**src/rtl/vxe_axi4_defs.sv**
```systemverilog
// AXI4 response/burst encodings and size helper shared by the VxEngine AXI4
// master and slave bus interface units.
package vxe_axi4_defs;

    typedef enum logic [1:0] {
        AXI_RESP_OKAY   = 2'b00,
        AXI_RESP_EXOKAY = 2'b01,
        AXI_RESP_SLVERR = 2'b10,
        AXI_RESP_DECERR = 2'b11
    } axi_resp_e;

    typedef enum logic [1:0] {
        AXI_BURST_FIXED = 2'b00,
        AXI_BURST_INCR  = 2'b01,
        AXI_BURST_WRAP  = 2'b10
    } axi_burst_e;

    // AxSIZE encoding for a full-width beat.
    function automatic logic [2:0] axi_size(input int data_width);
        return 3'($clog2(data_width / 8));
    endfunction

    // SLVERR and DECERR both carry bit 1; OKAY and EXOKAY are success.
    function automatic logic axi_resp_is_error(input logic [1:0] resp);
        return resp[1];
    endfunction

endpackage

```
**src/rtl/vxe_axi4mas_biu_if.sv**
```systemverilog
// AXI4 bus bundle between the VxEngine master BIU and the system interconnect.
interface vxe_axi4mas_biu_if #(
    parameter int ADDR_WIDTH = 32,
    parameter int DATA_WIDTH = 32,
    parameter int ID_WIDTH   = 8
);
    logic [ID_WIDTH-1:0]     M_AXI4_AWID;
    logic [ADDR_WIDTH-1:0]   M_AXI4_AWADDR;
    logic [7:0]              M_AXI4_AWLEN;
    logic [2:0]              M_AXI4_AWSIZE;
    logic [1:0]              M_AXI4_AWBURST;
    logic                    M_AXI4_AWLOCK;
    logic [2:0]              M_AXI4_AWPROT;
    logic                    M_AXI4_AWVALID;
    logic                    M_AXI4_AWREADY;

    logic [DATA_WIDTH-1:0]   M_AXI4_WDATA;
    logic [DATA_WIDTH/8-1:0] M_AXI4_WSTRB;
    logic                    M_AXI4_WLAST;
    logic                    M_AXI4_WVALID;
    logic                    M_AXI4_WREADY;

    logic [ID_WIDTH-1:0]     M_AXI4_BID;
    logic [1:0]              M_AXI4_BRESP;
    logic                    M_AXI4_BVALID;
    logic                    M_AXI4_BREADY;

    logic [ID_WIDTH-1:0]     M_AXI4_ARID;
    logic [ADDR_WIDTH-1:0]   M_AXI4_ARADDR;
    logic [7:0]              M_AXI4_ARLEN;
    logic [2:0]              M_AXI4_ARSIZE;
    logic [1:0]              M_AXI4_ARBURST;
    logic                    M_AXI4_ARLOCK;
    logic [2:0]              M_AXI4_ARPROT;
    logic                    M_AXI4_ARVALID;
    logic                    M_AXI4_ARREADY;

    logic [ID_WIDTH-1:0]     M_AXI4_RID;
    logic [DATA_WIDTH-1:0]   M_AXI4_RDATA;
    logic [1:0]              M_AXI4_RRESP;
    logic                    M_AXI4_RLAST;
    logic                    M_AXI4_RVALID;
    logic                    M_AXI4_RREADY;

    modport master (
        output M_AXI4_AWID, M_AXI4_AWADDR, M_AXI4_AWLEN, M_AXI4_AWSIZE,
               M_AXI4_AWBURST, M_AXI4_AWLOCK, M_AXI4_AWPROT, M_AXI4_AWVALID,
        input  M_AXI4_AWREADY,
        output M_AXI4_WDATA, M_AXI4_WSTRB, M_AXI4_WLAST, M_AXI4_WVALID,
        input  M_AXI4_WREADY,
        input  M_AXI4_BID, M_AXI4_BRESP, M_AXI4_BVALID,
        output M_AXI4_BREADY,
        output M_AXI4_ARID, M_AXI4_ARADDR, M_AXI4_ARLEN, M_AXI4_ARSIZE,
               M_AXI4_ARBURST, M_AXI4_ARLOCK, M_AXI4_ARPROT, M_AXI4_ARVALID,
        input  M_AXI4_ARREADY,
        input  M_AXI4_RID, M_AXI4_RDATA, M_AXI4_RRESP, M_AXI4_RLAST, M_AXI4_RVALID,
        output M_AXI4_RREADY
    );

    modport slave (
        input  M_AXI4_AWID, M_AXI4_AWADDR, M_AXI4_AWLEN, M_AXI4_AWSIZE,
               M_AXI4_AWBURST, M_AXI4_AWLOCK, M_AXI4_AWPROT, M_AXI4_AWVALID,
        output M_AXI4_AWREADY,
        input  M_AXI4_WDATA, M_AXI4_WSTRB, M_AXI4_WLAST, M_AXI4_WVALID,
        output M_AXI4_WREADY,
        output M_AXI4_BID, M_AXI4_BRESP, M_AXI4_BVALID,
        input  M_AXI4_BREADY,
        input  M_AXI4_ARID, M_AXI4_ARADDR, M_AXI4_ARLEN, M_AXI4_ARSIZE,
               M_AXI4_ARBURST, M_AXI4_ARLOCK, M_AXI4_ARPROT, M_AXI4_ARVALID,
        output M_AXI4_ARREADY,
        output M_AXI4_RID, M_AXI4_RDATA, M_AXI4_RRESP, M_AXI4_RLAST, M_AXI4_RVALID,
        input  M_AXI4_RREADY
    );

endinterface

```
**src/rtl/vxe_axi4mas_biu.sv**
```systemverilog
// AXI4 master BIU: turns single-word request/done client traffic into
// single-beat AXI4 transactions; read and write paths run independently.
module vxe_axi4mas_biu
    import vxe_axi4_defs::*;
#(
    parameter int                ADDR_WIDTH = 32,
    parameter int                DATA_WIDTH = 32,
    parameter int                ID_WIDTH   = 8,
    parameter logic [ID_WIDTH-1:0] AXI_ID   = '0
) (
    input  logic                    M_AXI4_ACLK,
    input  logic                    M_AXI4_ARESETn,
    vxe_axi4mas_biu_if.master       m_axi,

    input  logic [ADDR_WIDTH-1:0]   biu_waddr,
    input  logic [DATA_WIDTH-1:0]   biu_wdata,
    input  logic [DATA_WIDTH/8-1:0] biu_wben,
    input  logic                    biu_wenable,
    output logic                    biu_waccept,
    output logic                    biu_wdone,
    output logic                    biu_werror,

    input  logic [ADDR_WIDTH-1:0]   biu_raddr,
    input  logic                    biu_renable,
    output logic                    biu_raccept,
    output logic                    biu_rdone,
    output logic [DATA_WIDTH-1:0]   biu_rdata,
    output logic                    biu_rerror
);

    localparam logic [2:0] AX_SIZE = axi_size(DATA_WIDTH);

    typedef enum logic [1:0] {W_IDLE, W_REQ, W_RESP} wstate_e;
    typedef enum logic [1:0] {R_IDLE, R_ADDR, R_RESP} rstate_e;

    // Fixed single-beat INCR attributes on both address channels.
    assign m_axi.M_AXI4_AWID    = AXI_ID;
    assign m_axi.M_AXI4_AWLEN   = 8'd0;
    assign m_axi.M_AXI4_AWSIZE  = AX_SIZE;
    assign m_axi.M_AXI4_AWBURST = AXI_BURST_INCR;
    assign m_axi.M_AXI4_AWLOCK  = 1'b0;
    assign m_axi.M_AXI4_AWPROT  = 3'b000;
    assign m_axi.M_AXI4_WLAST   = 1'b1;
    assign m_axi.M_AXI4_ARID    = AXI_ID;
    assign m_axi.M_AXI4_ARLEN   = 8'd0;
    assign m_axi.M_AXI4_ARSIZE  = AX_SIZE;
    assign m_axi.M_AXI4_ARBURST = AXI_BURST_INCR;
    assign m_axi.M_AXI4_ARLOCK  = 1'b0;
    assign m_axi.M_AXI4_ARPROT  = 3'b000;

    // IDs are irrelevant with a single outstanding transaction per path.
    logic unused_resp_bits;
    assign unused_resp_bits = ^{m_axi.M_AXI4_BID, m_axi.M_AXI4_RID,
                                m_axi.M_AXI4_BRESP[0], m_axi.M_AXI4_RRESP[0]};

    // ---------------- write path ----------------
    wstate_e                 wstate_reg, wstate_next;
    logic [ADDR_WIDTH-1:0]   awaddr_reg, awaddr_next;
    logic [DATA_WIDTH-1:0]   wdata_reg, wdata_next;
    logic [DATA_WIDTH/8-1:0] wstrb_reg, wstrb_next;
    logic                    awpend_reg, awpend_next;
    logic                    wpend_reg, wpend_next;
    logic                    wdone_reg, wdone_next;
    logic                    werror_reg, werror_next;

    always_ff @(posedge M_AXI4_ACLK or negedge M_AXI4_ARESETn) begin
        if (!M_AXI4_ARESETn) begin
            wstate_reg <= W_IDLE;
            awaddr_reg <= '0;
            wdata_reg  <= '0;
            wstrb_reg  <= '0;
            awpend_reg <= 1'b0;
            wpend_reg  <= 1'b0;
            wdone_reg  <= 1'b0;
            werror_reg <= 1'b0;
        end else begin
            wstate_reg <= wstate_next;
            awaddr_reg <= awaddr_next;
            wdata_reg  <= wdata_next;
            wstrb_reg  <= wstrb_next;
            awpend_reg <= awpend_next;
            wpend_reg  <= wpend_next;
            wdone_reg  <= wdone_next;
            werror_reg <= werror_next;
        end
    end

    always_comb begin
        wstate_next = wstate_reg;
        awaddr_next = awaddr_reg;
        wdata_next  = wdata_reg;
        wstrb_next  = wstrb_reg;
        awpend_next = awpend_reg;
        wpend_next  = wpend_reg;
        wdone_next  = 1'b0;
        werror_next = werror_reg;
        case (wstate_reg)
            W_IDLE: begin
                if (biu_wenable) begin
                    awaddr_next = biu_waddr;
                    wdata_next  = biu_wdata;
                    wstrb_next  = biu_wben;
                    awpend_next = 1'b1;
                    wpend_next  = 1'b1;
                    wstate_next = W_REQ;
                end
            end
            W_REQ: begin
                // AW and W complete independently, in any order.
                awpend_next = awpend_reg & ~m_axi.M_AXI4_AWREADY;
                wpend_next  = wpend_reg & ~m_axi.M_AXI4_WREADY;
                if (!awpend_next && !wpend_next)
                    wstate_next = W_RESP;
            end
            W_RESP: begin
                if (m_axi.M_AXI4_BVALID) begin
                    werror_next = axi_resp_is_error(m_axi.M_AXI4_BRESP);
                    wdone_next  = 1'b1;
                    wstate_next = W_IDLE;
                end
            end
            default: wstate_next = W_IDLE;
        endcase
    end

    assign m_axi.M_AXI4_AWADDR  = awaddr_reg;
    assign m_axi.M_AXI4_AWVALID = awpend_reg;
    assign m_axi.M_AXI4_WDATA   = wdata_reg;
    assign m_axi.M_AXI4_WSTRB   = wstrb_reg;
    assign m_axi.M_AXI4_WVALID  = wpend_reg;
    assign m_axi.M_AXI4_BREADY  = (wstate_reg == W_RESP);
    assign biu_waccept          = (wstate_reg == W_IDLE);
    assign biu_wdone            = wdone_reg;
    assign biu_werror           = werror_reg;

    // ---------------- read path ----------------
    rstate_e               rstate_reg, rstate_next;
    logic [ADDR_WIDTH-1:0] araddr_reg, araddr_next;
    logic [DATA_WIDTH-1:0] rdata_reg, rdata_next;
    logic                  rdone_reg, rdone_next;
    logic                  rerror_reg, rerror_next;

    always_ff @(posedge M_AXI4_ACLK or negedge M_AXI4_ARESETn) begin
        if (!M_AXI4_ARESETn) begin
            rstate_reg <= R_IDLE;
            araddr_reg <= '0;
            rdata_reg  <= '0;
            rdone_reg  <= 1'b0;
            rerror_reg <= 1'b0;
        end else begin
            rstate_reg <= rstate_next;
            araddr_reg <= araddr_next;
            rdata_reg  <= rdata_next;
            rdone_reg  <= rdone_next;
            rerror_reg <= rerror_next;
        end
    end

    always_comb begin
        rstate_next = rstate_reg;
        araddr_next = araddr_reg;
        rdata_next  = rdata_reg;
        rdone_next  = 1'b0;
        rerror_next = rerror_reg;
        case (rstate_reg)
            R_IDLE: begin
                if (biu_renable) begin
                    araddr_next = biu_raddr;
                    rstate_next = R_ADDR;
                end
            end
            R_ADDR: begin
                if (m_axi.M_AXI4_ARREADY)
                    rstate_next = R_RESP;
            end
            R_RESP: begin
                if (m_axi.M_AXI4_RVALID) begin
                    rdata_next  = m_axi.M_AXI4_RDATA;
                    // A single-beat read must carry RLAST; anything else is a protocol error.
                    rerror_next = axi_resp_is_error(m_axi.M_AXI4_RRESP) | ~m_axi.M_AXI4_RLAST;
                    rdone_next  = 1'b1;
                    rstate_next = R_IDLE;
                end
            end
            default: rstate_next = R_IDLE;
        endcase
    end

    assign m_axi.M_AXI4_ARADDR  = araddr_reg;
    assign m_axi.M_AXI4_ARVALID = (rstate_reg == R_ADDR);
    assign m_axi.M_AXI4_RREADY  = (rstate_reg == R_RESP);
    assign biu_raccept          = (rstate_reg == R_IDLE);
    assign biu_rdone            = rdone_reg;
    assign biu_rdata            = rdata_reg;
    assign biu_rerror           = rerror_reg;

endmodule

```
**src/flat_wrapper.sv**
```systemverilog
// flat-port wrapper written by rule: the top's interface ports become plain ports
module vxe_axi4mas_biu_flat import vxe_axi4_defs::*;
#(
    parameter int                ADDR_WIDTH = 32,
    parameter int                DATA_WIDTH = 32,
    parameter int                ID_WIDTH   = 8,
    parameter logic [ID_WIDTH-1:0] AXI_ID   = '0
)
  (M_AXI4_ACLK, M_AXI4_ARESETn, biu_waddr, biu_wdata, biu_wben, biu_wenable, biu_waccept, biu_wdone, biu_werror, biu_raddr, biu_renable, biu_raccept, biu_rdone, biu_rdata, biu_rerror, m_axi_M_AXI4_AWID, m_axi_M_AXI4_AWADDR, m_axi_M_AXI4_AWLEN, m_axi_M_AXI4_AWSIZE, m_axi_M_AXI4_AWBURST, m_axi_M_AXI4_AWLOCK, m_axi_M_AXI4_AWPROT, m_axi_M_AXI4_AWVALID, m_axi_M_AXI4_AWREADY, m_axi_M_AXI4_WDATA, m_axi_M_AXI4_WSTRB, m_axi_M_AXI4_WLAST, m_axi_M_AXI4_WVALID, m_axi_M_AXI4_WREADY, m_axi_M_AXI4_BID, m_axi_M_AXI4_BRESP, m_axi_M_AXI4_BVALID, m_axi_M_AXI4_BREADY, m_axi_M_AXI4_ARID, m_axi_M_AXI4_ARADDR, m_axi_M_AXI4_ARLEN, m_axi_M_AXI4_ARSIZE, m_axi_M_AXI4_ARBURST, m_axi_M_AXI4_ARLOCK, m_axi_M_AXI4_ARPROT, m_axi_M_AXI4_ARVALID, m_axi_M_AXI4_ARREADY, m_axi_M_AXI4_RID, m_axi_M_AXI4_RDATA, m_axi_M_AXI4_RRESP, m_axi_M_AXI4_RLAST, m_axi_M_AXI4_RVALID, m_axi_M_AXI4_RREADY);
  vxe_axi4mas_biu_if #(.ADDR_WIDTH(ADDR_WIDTH), .DATA_WIDTH(DATA_WIDTH), .ID_WIDTH(ID_WIDTH)) m_axi_i ();
  input  logic M_AXI4_ACLK;
  input  logic M_AXI4_ARESETn;
  input  logic [ADDR_WIDTH-1:0] biu_waddr;
  input  logic [DATA_WIDTH-1:0] biu_wdata;
  input  logic [DATA_WIDTH/8-1:0] biu_wben;
  input  logic biu_wenable;
  output logic biu_waccept;
  output logic biu_wdone;
  output logic biu_werror;
  input  logic [ADDR_WIDTH-1:0] biu_raddr;
  input  logic biu_renable;
  output logic biu_raccept;
  output logic biu_rdone;
  output logic [DATA_WIDTH-1:0] biu_rdata;
  output logic biu_rerror;
  output wire logic [$bits(m_axi_i.M_AXI4_AWID)-1:0] m_axi_M_AXI4_AWID;
  output wire logic [$bits(m_axi_i.M_AXI4_AWADDR)-1:0] m_axi_M_AXI4_AWADDR;
  output wire logic [$bits(m_axi_i.M_AXI4_AWLEN)-1:0] m_axi_M_AXI4_AWLEN;
  output wire logic [$bits(m_axi_i.M_AXI4_AWSIZE)-1:0] m_axi_M_AXI4_AWSIZE;
  output wire logic [$bits(m_axi_i.M_AXI4_AWBURST)-1:0] m_axi_M_AXI4_AWBURST;
  output wire logic [$bits(m_axi_i.M_AXI4_AWLOCK)-1:0] m_axi_M_AXI4_AWLOCK;
  output wire logic [$bits(m_axi_i.M_AXI4_AWPROT)-1:0] m_axi_M_AXI4_AWPROT;
  output wire logic [$bits(m_axi_i.M_AXI4_AWVALID)-1:0] m_axi_M_AXI4_AWVALID;
  input wire logic [$bits(m_axi_i.M_AXI4_AWREADY)-1:0] m_axi_M_AXI4_AWREADY;
  output wire logic [$bits(m_axi_i.M_AXI4_WDATA)-1:0] m_axi_M_AXI4_WDATA;
  output wire logic [$bits(m_axi_i.M_AXI4_WSTRB)-1:0] m_axi_M_AXI4_WSTRB;
  output wire logic [$bits(m_axi_i.M_AXI4_WLAST)-1:0] m_axi_M_AXI4_WLAST;
  output wire logic [$bits(m_axi_i.M_AXI4_WVALID)-1:0] m_axi_M_AXI4_WVALID;
  input wire logic [$bits(m_axi_i.M_AXI4_WREADY)-1:0] m_axi_M_AXI4_WREADY;
  input wire logic [$bits(m_axi_i.M_AXI4_BID)-1:0] m_axi_M_AXI4_BID;
  input wire logic [$bits(m_axi_i.M_AXI4_BRESP)-1:0] m_axi_M_AXI4_BRESP;
  input wire logic [$bits(m_axi_i.M_AXI4_BVALID)-1:0] m_axi_M_AXI4_BVALID;
  output wire logic [$bits(m_axi_i.M_AXI4_BREADY)-1:0] m_axi_M_AXI4_BREADY;
  output wire logic [$bits(m_axi_i.M_AXI4_ARID)-1:0] m_axi_M_AXI4_ARID;
  output wire logic [$bits(m_axi_i.M_AXI4_ARADDR)-1:0] m_axi_M_AXI4_ARADDR;
  output wire logic [$bits(m_axi_i.M_AXI4_ARLEN)-1:0] m_axi_M_AXI4_ARLEN;
  output wire logic [$bits(m_axi_i.M_AXI4_ARSIZE)-1:0] m_axi_M_AXI4_ARSIZE;
  output wire logic [$bits(m_axi_i.M_AXI4_ARBURST)-1:0] m_axi_M_AXI4_ARBURST;
  output wire logic [$bits(m_axi_i.M_AXI4_ARLOCK)-1:0] m_axi_M_AXI4_ARLOCK;
  output wire logic [$bits(m_axi_i.M_AXI4_ARPROT)-1:0] m_axi_M_AXI4_ARPROT;
  output wire logic [$bits(m_axi_i.M_AXI4_ARVALID)-1:0] m_axi_M_AXI4_ARVALID;
  input wire logic [$bits(m_axi_i.M_AXI4_ARREADY)-1:0] m_axi_M_AXI4_ARREADY;
  input wire logic [$bits(m_axi_i.M_AXI4_RID)-1:0] m_axi_M_AXI4_RID;
  input wire logic [$bits(m_axi_i.M_AXI4_RDATA)-1:0] m_axi_M_AXI4_RDATA;
  input wire logic [$bits(m_axi_i.M_AXI4_RRESP)-1:0] m_axi_M_AXI4_RRESP;
  input wire logic [$bits(m_axi_i.M_AXI4_RLAST)-1:0] m_axi_M_AXI4_RLAST;
  input wire logic [$bits(m_axi_i.M_AXI4_RVALID)-1:0] m_axi_M_AXI4_RVALID;
  output wire logic [$bits(m_axi_i.M_AXI4_RREADY)-1:0] m_axi_M_AXI4_RREADY;
  assign m_axi_M_AXI4_AWID = m_axi_i.M_AXI4_AWID;
  assign m_axi_M_AXI4_AWADDR = m_axi_i.M_AXI4_AWADDR;
  assign m_axi_M_AXI4_AWLEN = m_axi_i.M_AXI4_AWLEN;
  assign m_axi_M_AXI4_AWSIZE = m_axi_i.M_AXI4_AWSIZE;
  assign m_axi_M_AXI4_AWBURST = m_axi_i.M_AXI4_AWBURST;
  assign m_axi_M_AXI4_AWLOCK = m_axi_i.M_AXI4_AWLOCK;
  assign m_axi_M_AXI4_AWPROT = m_axi_i.M_AXI4_AWPROT;
  assign m_axi_M_AXI4_AWVALID = m_axi_i.M_AXI4_AWVALID;
  assign m_axi_i.M_AXI4_AWREADY = m_axi_M_AXI4_AWREADY;
  assign m_axi_M_AXI4_WDATA = m_axi_i.M_AXI4_WDATA;
  assign m_axi_M_AXI4_WSTRB = m_axi_i.M_AXI4_WSTRB;
  assign m_axi_M_AXI4_WLAST = m_axi_i.M_AXI4_WLAST;
  assign m_axi_M_AXI4_WVALID = m_axi_i.M_AXI4_WVALID;
  assign m_axi_i.M_AXI4_WREADY = m_axi_M_AXI4_WREADY;
  assign m_axi_i.M_AXI4_BID = m_axi_M_AXI4_BID;
  assign m_axi_i.M_AXI4_BRESP = m_axi_M_AXI4_BRESP;
  assign m_axi_i.M_AXI4_BVALID = m_axi_M_AXI4_BVALID;
  assign m_axi_M_AXI4_BREADY = m_axi_i.M_AXI4_BREADY;
  assign m_axi_M_AXI4_ARID = m_axi_i.M_AXI4_ARID;
  assign m_axi_M_AXI4_ARADDR = m_axi_i.M_AXI4_ARADDR;
  assign m_axi_M_AXI4_ARLEN = m_axi_i.M_AXI4_ARLEN;
  assign m_axi_M_AXI4_ARSIZE = m_axi_i.M_AXI4_ARSIZE;
  assign m_axi_M_AXI4_ARBURST = m_axi_i.M_AXI4_ARBURST;
  assign m_axi_M_AXI4_ARLOCK = m_axi_i.M_AXI4_ARLOCK;
  assign m_axi_M_AXI4_ARPROT = m_axi_i.M_AXI4_ARPROT;
  assign m_axi_M_AXI4_ARVALID = m_axi_i.M_AXI4_ARVALID;
  assign m_axi_i.M_AXI4_ARREADY = m_axi_M_AXI4_ARREADY;
  assign m_axi_i.M_AXI4_RID = m_axi_M_AXI4_RID;
  assign m_axi_i.M_AXI4_RDATA = m_axi_M_AXI4_RDATA;
  assign m_axi_i.M_AXI4_RRESP = m_axi_M_AXI4_RRESP;
  assign m_axi_i.M_AXI4_RLAST = m_axi_M_AXI4_RLAST;
  assign m_axi_i.M_AXI4_RVALID = m_axi_M_AXI4_RVALID;
  assign m_axi_M_AXI4_RREADY = m_axi_i.M_AXI4_RREADY;
  vxe_axi4mas_biu #(.ADDR_WIDTH(ADDR_WIDTH), .DATA_WIDTH(DATA_WIDTH), .ID_WIDTH(ID_WIDTH), .AXI_ID(AXI_ID)) u_core (.M_AXI4_ACLK(M_AXI4_ACLK), .M_AXI4_ARESETn(M_AXI4_ARESETn), .m_axi(m_axi_i), .biu_waddr(biu_waddr), .biu_wdata(biu_wdata), .biu_wben(biu_wben), .biu_wenable(biu_wenable), .biu_waccept(biu_waccept), .biu_wdone(biu_wdone), .biu_werror(biu_werror), .biu_raddr(biu_raddr), .biu_renable(biu_renable), .biu_raccept(biu_raccept), .biu_rdone(biu_rdone), .biu_rdata(biu_rdata), .biu_rerror(biu_rerror));
endmodule
```
**config.mk**
```make
export PLATFORM = sky130hd
export DESIGN_NAME = vxe_axi4mas_biu_flat
export DESIGN_NICKNAME = d
export VERILOG_FILES = /design/src/rtl/vxe_axi4_defs.sv /design/src/rtl/vxe_axi4mas_biu_if.sv /design/src/rtl/vxe_axi4mas_biu.sv /design/src/flat_wrapper.sv
export SDC_FILE = /design/constraint.sdc
export NUM_CORES = 1
export LEC_CHECK = 0
export BUFFER_PORTS_ARGS = -buffer_cell sky130_fd_sc_hd__buf_2
export CORE_AREA = 2 2 137 139
export DETAILED_ROUTE_END_ITERATION = 6
export DIE_AREA = 0 0 139 141
export PLACE_DENSITY_LB_ADDON = 0.2
export SLEW_MARGIN = 15
export SYNTH_ARGS = -nofsm -noshare
export SYNTH_HDL_FRONTEND = slang
export SYNTH_SLANG_ARGS = --single-unit
```
**constraint.sdc**
```tcl
create_clock -name M_AXI4_ACLK -period 1.36 [get_ports M_AXI4_ACLK]
set_input_delay 0.408 -clock M_AXI4_ACLK [delete_from_list [all_inputs] [get_ports M_AXI4_ACLK]]
set_output_delay 0.408 -clock M_AXI4_ACLK [all_outputs]
set_load 0.01 [all_outputs]
```
==> out/results.ini, run 1 <==
[die]
rows=50
io_pins=356
core_mm2=0.01827
initial_core_util_pct=31.77
die_x_um=139
die_y_um=141
die_area_mm2=0.01960

[setup_path]
crit_fanout=3
crit_required_ns=0.95
end_kind=output pin
critPathKind=flip-flop to output pin
reg2reg_slack_ns=-0.22
critPathLaunchType=flip-flop
cp.arrival_ns=1.25

[clocking]
cts_max_path_buffers=2
clock_latency_ns=0.41
cts-root-buf=clkbuf_16
cts_sinks=142
cts_made_buffers=17
clk_pin_slew_ns=0.06
cts_tree=built
htreeDepth=4

[synthesis]
ys_ff_latch=142
synthSimpleGateAreaFrac_pct=1.854
yosysWarnings=0
ys_seq_area_share_pct=61.23
synthMuxAreaShare_pct=27.10
syn-instance-count=376
synth_area_leader_cell=dfrtp_1
syn_avg_cell_area_um2=15.43
syn-cell-area_mm2=0.005803
synth-compound-area-share_pct=0.9702
synthAdderAreaFrac_pct=0
synth.distinct_cells=22
synthTopCellsByArea=dfrtp_1, mux2_2, buf_4
synth_top_family_by_area=multiplexers
synth_xor_area_share_pct=0
yosysTopAreaCellShare_pct=61.23

[drt]
drc=0
avgViaCountPerCell=4.254
wl_per_cell_um=16.51
drt_wl_total_um=16970
final_antenna_net_count=0
dr.first_iter.drc_count=143
drtPass1Iterations=4
vias=4373

[timing]
setup_violations=135
finalCritPeriodShare_pct=122.2
period_needed_ns=1.661
finalMaxSlewViolations=0
clock_skew_ns=0.008908
max_freq_mhz=602.0
final_hold_viol_count=0
setup_slack_ns=-0.3012
rsz0062_at_grt=true
fin_setup_tns_ns=-17.79

[power_and_ir_drop]
ir_drop_v=0.001132
power_density_mw_per_mm2=2563
leakage_nw=5.097

[global_routing]
grtUsageTotal_pct=16.54
grt_pass1_vias=4501
grt_overflow=0
grt_max_degree=38
grt_pass1_wl_um=25070
antenna_found_initial=1

[status]
violations=setup timing
run_status=finished, violations left

[finish]
syn_to_final_growth_pct=68.91
n_fill_cell=1529
nets=942
layout_commonest_cell=buf_2
final_area_mm2=0.009802
final_cell_mix=buf_2, dfrtp_1, mux2_4, buf_4, buf_6
final_layout_size_suffix_gt1_share_pct=72.38

[placed_design]
hpwl_um=10600
numPortBuffers=286
place_area_mm2=0.007571
gp_congestion=0.8209

[run]
drv_cap=0

[min_path]
hp-class=input pin to flip-flop

## where the power goes
group	switching [mW]	total, mW	leakage, nW	internal, mW
clock network	1.90	4.84	0.294	2.95
logic	4.59	12.6	3.13	8.05
registers	1.26	7.65	1.68	6.39
total	7.74	25.1	5.10	17.4
## what timing repair did
item	4_1_cts	5_1_grt
gates resized for setup	119	34
pin swaps	2	2
endpoints found under the setup margin	165	273
setup buffers	32	56
cloned	12	6
hold buffers	1	0
hold endpoints to repair	21	0
## per-stage QoR
step	util (%)	worst slack [ns]	instances	power (mW)	hold WS, ns
final	53.66	-0.3012	1028	25.12	0.2092
after global routing	53.66	-0.3439	1028	26.41	0.1970
after CTS	50.68	-0.3770	973	23.85	0.1948
after detailed placement	41.45	-0.3280	896	15.76	0.2942
after global placement	41.45	-0.3044	896	15.53	0.2893
after floorplan	-	-0.1374	425	12.46	0.1124
## cells by family (layout without fill, tap and decap cells)
group	after synthesis	in the layout
AOI/OAI and AO/OA	9	9
buffers and inverters	72	440
other	2	52
muxes	133	133
and+or+nand+nor	18	18
DFF	142	142
## routing by layer
layer / GRT usage, % / share of wire [%] / routed length, um
met5: 0 / 0 / 0
met4: 6.167 / 1.8 / 310
met3: 4.857 / 6.0 / 1026
met2: 28.00 / 53 / 8970
met1: 20.11 / 39 / 6662
## critical path, cell delays in order (launching register included)
cell and delay, ns:
dfrtp_1 0.39, buf_6 0.13, buf_6 0.11, nor2_4 0.09, buf_6 0.11
## path summary, 6_finish.rpt
check / start / end / cells after the start
max: u_core.wstate_reg[0]$_DFFE_PN0P_ / biu_waccept / 4
min: m_axi_M_AXI4_BVALID / u_core.wstate_reg[1]$_DFFE_PN0P_ / 2
max reg2reg: u_core.wstate_reg[1]$_DFFE_PN0P_ / u_core.m_axi.M_AXI4_WDATA[27]$_DFFE_PN0P_ / 6
min reg2reg: u_core.biu_rdata[29]$_DFFE_PN0P_ / u_core.biu_rdata[29]$_DFFE_PN0P_ / 1
max in group asynchronous: M_AXI4_ARESETn / u_core.m_axi.M_AXI4_ARADDR[3]$_DFFE_PN0P_ / 3
min in group asynchronous: M_AXI4_ARESETn / u_core.biu_wdone$_DFF_PN0_ / 2
## synthesized netlist by cell type, drive strengths merged
cell type,n
nand2b,2
nor2b,6
a22o,1
nand2,1
a21o,1
conb,2
and2,2
dfrtp,142
nand3b,1
mux2,133
nor2,5
o22ai,1
nand3,1
buf,66
o21ai,5
a311oi,1
inv,6
## cell type report
| cell class | count | area [um^2] | share of cell area, % |
|---|---|---|---|
| Clock inverter | 13 | 163.9 | 1.672 |
| Antenna cell | 1 | 2.502 | 0.02553 |
| Clock buffer | 19 | 442.9 | 4.519 |
| Inverter | 6 | 22.52 | 0.2298 |
| Timing Repair Buffer | 402 | 3054 | 31.16 |
| Tap cell | 234 | 292.8 | 2.987 |
| Multi-Input combinational cell | 211 | 2268 | 23.14 |
| Sequential cell | 142 | 3555 | 36.27 |
(Power assumes the default switching activity.)
==> inputs of run 2 (changes only) <==
--- a/config.mk
+++ b/config.mk
@@ -9,7 +9,7 @@
 export CORE_AREA = 2 2 137 139
 export DETAILED_ROUTE_END_ITERATION = 6
 export DIE_AREA = 0 0 139 141
-export PLACE_DENSITY_LB_ADDON = 0.2
+export PLACE_DENSITY = 0.7
 export SLEW_MARGIN = 15
 export SYNTH_ARGS = -nofsm -noshare
 export SYNTH_HDL_FRONTEND = slang
==> out/results.ini, run 2 (synthesis gave the netlist of run 1 again) <==
[status]
run_status=finished, violations left
violations=setup timing

[clocking]
clk_pin_slew_ns=0.06
htreeDepth=4
cts_tree=built
cts_sinks=142
cts-root-buf=clkbuf_16
cts_made_buffers=17
clock_latency_ns=0.41
cts_max_path_buffers=2

[setup_path]
r2r_cells=6
critPathLaunchType=flip-flop
critical_path.most_common_cell=buf_6
r2r_start=u_core.wstate_reg[1]$_DFFE_PN0P_
crit_path_max_incr_delay_ns=0.40
crit_buf_inv=2
crit_fanout=3
slowest_stage=dfrtp_1
crit_family=flip-flops
cp.arrival_ns=1.19
reg2reg_slack_ns=-0.19
critPathKind=flip-flop to output pin
cp_cell_sequence=buf_6 > nor2b_4 > buf_6
timing.rr.end=u_core.m_axi.M_AXI4_AWADDR[30]$_DFFE_PN0P_
end_kind=output pin
crit_required_ns=0.95

[placed_design]
gp_congestion=0.7801
numPortBuffers=286
hpwl_um=10480
dp_slack_ns=-0.3229
place_area_mm2=0.007624
dpl.cell_count=903

[global_routing]
grt_pass1_vias=4403
grtUsageTotal_pct=14.85
grt_max_degree=35
antenna_found_initial=0
grt_pass1_wl_um=22860
grt_overflow=0

[power_and_ir_drop]
ir_drop_v=0.001501
finalPower_mw=24.28
power_density_mw_per_mm2=2545
leakage_nw=4.975

[drt]
final_antenna_net_count=0
drc=0
drt_wl_total_um=16000
dr.first_iter.drc_count=167
avgViaCountPerCell=4.237
vias=4322
drtPass1Iterations=4
wl_per_cell_um=15.69

[min_path]
holdPathEnd=u_core.wstate_reg[1]$_DFFE_PN0P_
hp-class=input pin to flip-flop
holdPathStages=2
min-delay-start=m_axi_M_AXI4_BVALID

[finish]
final_area_mm2=0.009543
antenna_cells=0
n_fill_cell=1553
post-route-util_pct=52.24
final_cell_mix=buf_2, dfrtp_1, mux2_4, buf_4, conb_1
layout_commonest_cell=buf_2
nets=935
final_layout_size_suffix_gt1_share_pct=72.14
syn_to_final_growth_pct=64.45
fin_cells=1020

[timing]
rsz0062_at_grt=true
max_freq_mhz=627.1
setup_violations=132
period_needed_ns=1.595
setup_slack_ns=-0.2346
finalCritPeriodShare_pct=117.2
final_hold_viol_count=0
fin_setup_tns_ns=-12.09
clock_skew_ns=0.009535
fin_hold_ws_ns=0.2159
finalMaxSlewViolations=0

[die]
rows=50
core_mm2=0.01827
initial_core_util_pct=31.77
io_pins=356
die_area_mm2=0.01960
die_y_um=141
die_x_um=139

[run]
drv_cap=0

-- run 2: cell types whose count changed in the layout (fill, tap and decap cells not counted), sizes merged --
cell      change
inv           +3
clkbuf        +1
buf           -8
diode         -1
clkinvlp      +2
clkinv        -5
-- run 2: area by class of cell --
cell class | instances | area, um^2 | area share, %
Clock inverter | 13 | 177.7 | 1.862
Inverter | 6 | 22.52 | 0.2360
Tap cell | 234 | 292.8 | 3.068
Sequential cell | 142 | 3555 | 37.25
Timing Repair Buffer | 395 | 2810 | 29.45
Clock buffer | 19 | 442.9 | 4.641
Multi-Input combinational cell | 211 | 2242 | 23.50
-- run 2: how the worst max path moves through the flow --
stage / startpoint / to / cells after the start
4_1_cts: u_core.rstate_reg[0]$_DFFE_PN0P_ / m_axi_M_AXI4_ARVALID / 3
3_3_place_gp: biu_wenable / u_core.m_axi.M_AXI4_WDATA[2]$_DFFE_PN0P_ / 5
5_1_grt: u_core.wstate_reg[1]$_DFFE_PN0P_ / m_axi_M_AXI4_BREADY / 3
2_1_floorplan: u_core.wstate_reg[1]$_DFFE_PN0P_ / u_core.m_axi.M_AXI4_WDATA[11]$_DFFE_PN0P_ / 6
6_report: u_core.wstate_reg[0]$_DFFE_PN0P_ / m_axi_M_AXI4_BREADY / 3
3_5_place_dp: biu_wenable / u_core.m_axi.M_AXI4_AWADDR[31]$_DFFE_PN0P_ / 5
-- run 2: layer usage --
layer	part of all wire [%]	vias up	global-route usage, %	wire [um]
met2	52	181	25.54	8282
met4	2.7	0	6.486	425
li1	-	1980	-	-
met1	40	2133	17.62	6348
met3	5.9	28	3.906	945
met5	0	-	0	0
-- run 2: power by group --
group | switching [mW] | total (mW) | internal, mW
Combinational | 4.36 | 11.7 | 7.38
Sequential | 1.23 | 7.62 | 6.39
Clock | 1.93 | 4.92 | 2.98
-- run 2: repair_timing --
| action | in CTS | in global routing |
|---|---|---|
| buffers inserted | 27 | 52 |
| hold endpoints to repair | 26 | 0 |
| hold buffers | 1 | 0 |
| cloned | 5 | 5 |
| endpoints found under the setup margin | 154 | 263 |
| pin swaps | 1 | 0 |
| gates resized for setup | 66 | 58 |
==> inputs of run 3 (changes only) <==
--- a/config.mk
+++ b/config.mk
@@ -10,6 +10,7 @@
 export DETAILED_ROUTE_END_ITERATION = 6
 export DIE_AREA = 0 0 139 141
 export PLACE_DENSITY = 0.7
+export SKIP_CTS_REPAIR_TIMING = 1
 export SLEW_MARGIN = 15
 export SYNTH_ARGS = -nofsm -noshare
 export SYNTH_HDL_FRONTEND = slang
==> out/results.ini, run 3 (synthesis gave the netlist of run 1 again) <==
[status]
run_status=finished, violations left
violations=setup timing

[timing]
setup_slack_ns=-0.2805
finalMaxSlewViolations=0
clock_skew_ns=0.009655
finalCritPeriodShare_pct=120.6
rsz0062_at_grt=true
period_needed_ns=1.641
final_hold_viol_count=0
setup_violations=130
max_freq_mhz=609.6
fin_setup_tns_ns=-14.93

[setup_path]
r2r_start=u_core.wstate_reg[1]$_DFFE_PN0P_
timing.rr.end=u_core.m_axi.M_AXI4_WDATA[14]$_DFFE_PN0P_
critPathLaunchType=flip-flop
reg2reg_slack_ns=-0.21
critPathKind=flip-flop to output pin
crit_fanout=3
r2r_cells=5
end_kind=output pin
crit_path_max_incr_delay_ns=0.40
slowest_stage=dfrtp_1
cp.arrival_ns=1.23
cp_cell_sequence=buf_6 > nor2b_4 > buf_6
crit_required_ns=0.95
critical_path.most_common_cell=buf_6

[drt]
dr.first_iter.drc_count=111
top_layer_used=met4
avgViaCountPerCell=4.266
final_antenna_net_count=0
wl_met1_um=6530
vias=4309
route.met3.wl_um=860
wl_per_cell_um=15.93
met2_length_um=8383
drc=0
drt_wl_total_um=16090
drtPass1Iterations=6

[finish]
n_fill_cell=1545
fin_cells=1010
final_area_mm2=0.009500
final_layout_size_suffix_gt1_share_pct=71.65
regArea_mm2=0.003555
layout_commonest_cell=buf_2
multi_input_comb_area_mm2=0.002251
syn_to_final_growth_pct=63.71
nets=925
antenna_cells=0
final_cell_mix=buf_2, dfrtp_1, mux2_4, buf_4, conb_1

[global_routing]
antenna_found_initial=0
grt_max_degree=35
grt_pass1_vias=4125
grt_pass1_wl_um=21160
grtUsageTotal_pct=13.67
grt_overflow=0

[die]
rows=50
initial_core_util_pct=31.77
die_y_um=141
io_pins=356
die_area_mm2=0.01960
die_x_um=139
core_mm2=0.01827

[run]
drv_cap=0

[power_and_ir_drop]
leakage_nw=4.940
finalPower_mw=24.13
ir_drop_v=0.001280
power_density_mw_per_mm2=2540

[clocking]
clock_latency_ns=0.41
cts-root-buf=clkbuf_16
cts_tree=built
clk_pin_slew_ns=0.06
htreeDepth=4
cts_max_path_buffers=2
cts_made_buffers=17
cts_sinks=142

[placed_design]
dpl.cell_count=903
place_area_mm2=0.007624
dp_slack_ns=-0.3229
numPortBuffers=286
gp_congestion=0.7801
hpwl_um=10480

[min_path]
holdPathStages=2
holdPathEnd=u_core.wstate_reg[1]$_DFFE_PN0P_
min-delay-start=m_axi_M_AXI4_BVALID
hp-class=input pin to flip-flop

==> run 3: metal layers <==
metal  up-vias  GRT usage, %
met5         -             0
met1      2157         16.05
met2       171         23.05
met3        20         4.348
met4         0         6.167
li1       1961             -
==> run 3: how the worst max path moves through the flow <==
stage | from | end | slack, ns
floorplan | u_core.wstate_reg[1]$_DFFE_PN0P_ | u_core.m_axi.M_AXI4_WDATA[11]$_DFFE_PN0P_ | -0.14
global placement | biu_wenable | u_core.m_axi.M_AXI4_WDATA[2]$_DFFE_PN0P_ | -0.29
detailed placement | biu_wenable | u_core.m_axi.M_AXI4_AWADDR[31]$_DFFE_PN0P_ | -0.32
CTS | u_core.wstate_reg[0]$_DFFE_PN0P_ | m_axi_M_AXI4_BREADY | -0.40
global route | u_core.rstate_reg[0]$_DFFE_PN0P_ | m_axi_M_AXI4_ARVALID | -0.33
finish | u_core.rstate_reg[0]$_DFFE_PN0P_ | m_axi_M_AXI4_ARVALID | -0.28
==> run 3: layout make-up <==
cell class / count / area share (%)
Clock buffer: 19 / 4.662
Sequential cell: 142 / 37.42
Inverter: 6 / 0.2371
Clock inverter: 13 / 1.870
Tap cell: 234 / 3.082
Timing Repair Buffer: 384 / 29.04
Multi-Input combinational cell: 212 / 23.69
==> run 3: stage by stage <==
step,util [%],hold WS [ns]
floorplan,-,0.1124
global placement,41.73,0.3425
detailed placement,41.73,0.3455
CTS,45.13,-0.1012
global route,52.01,0.2064
finish,52.01,0.2188
==> run 3: report_power, final <==
part	leakage, nW	total, mW	switching, mW	internal [mW]
clock network	0.291	4.91	1.93	2.98
registers	1.68	7.63	1.24	6.39
logic	2.97	11.6	4.33	7.25
total	4.94	24.1	7.51	16.6
==> run 3: worst max-delay path, delay by kind of cell (launching register included) <==
kind,cells,cell delay (ns)
DFF,1,0.40
and+or+nand+nor,1,0.17
buffers and inverters,2,0.25
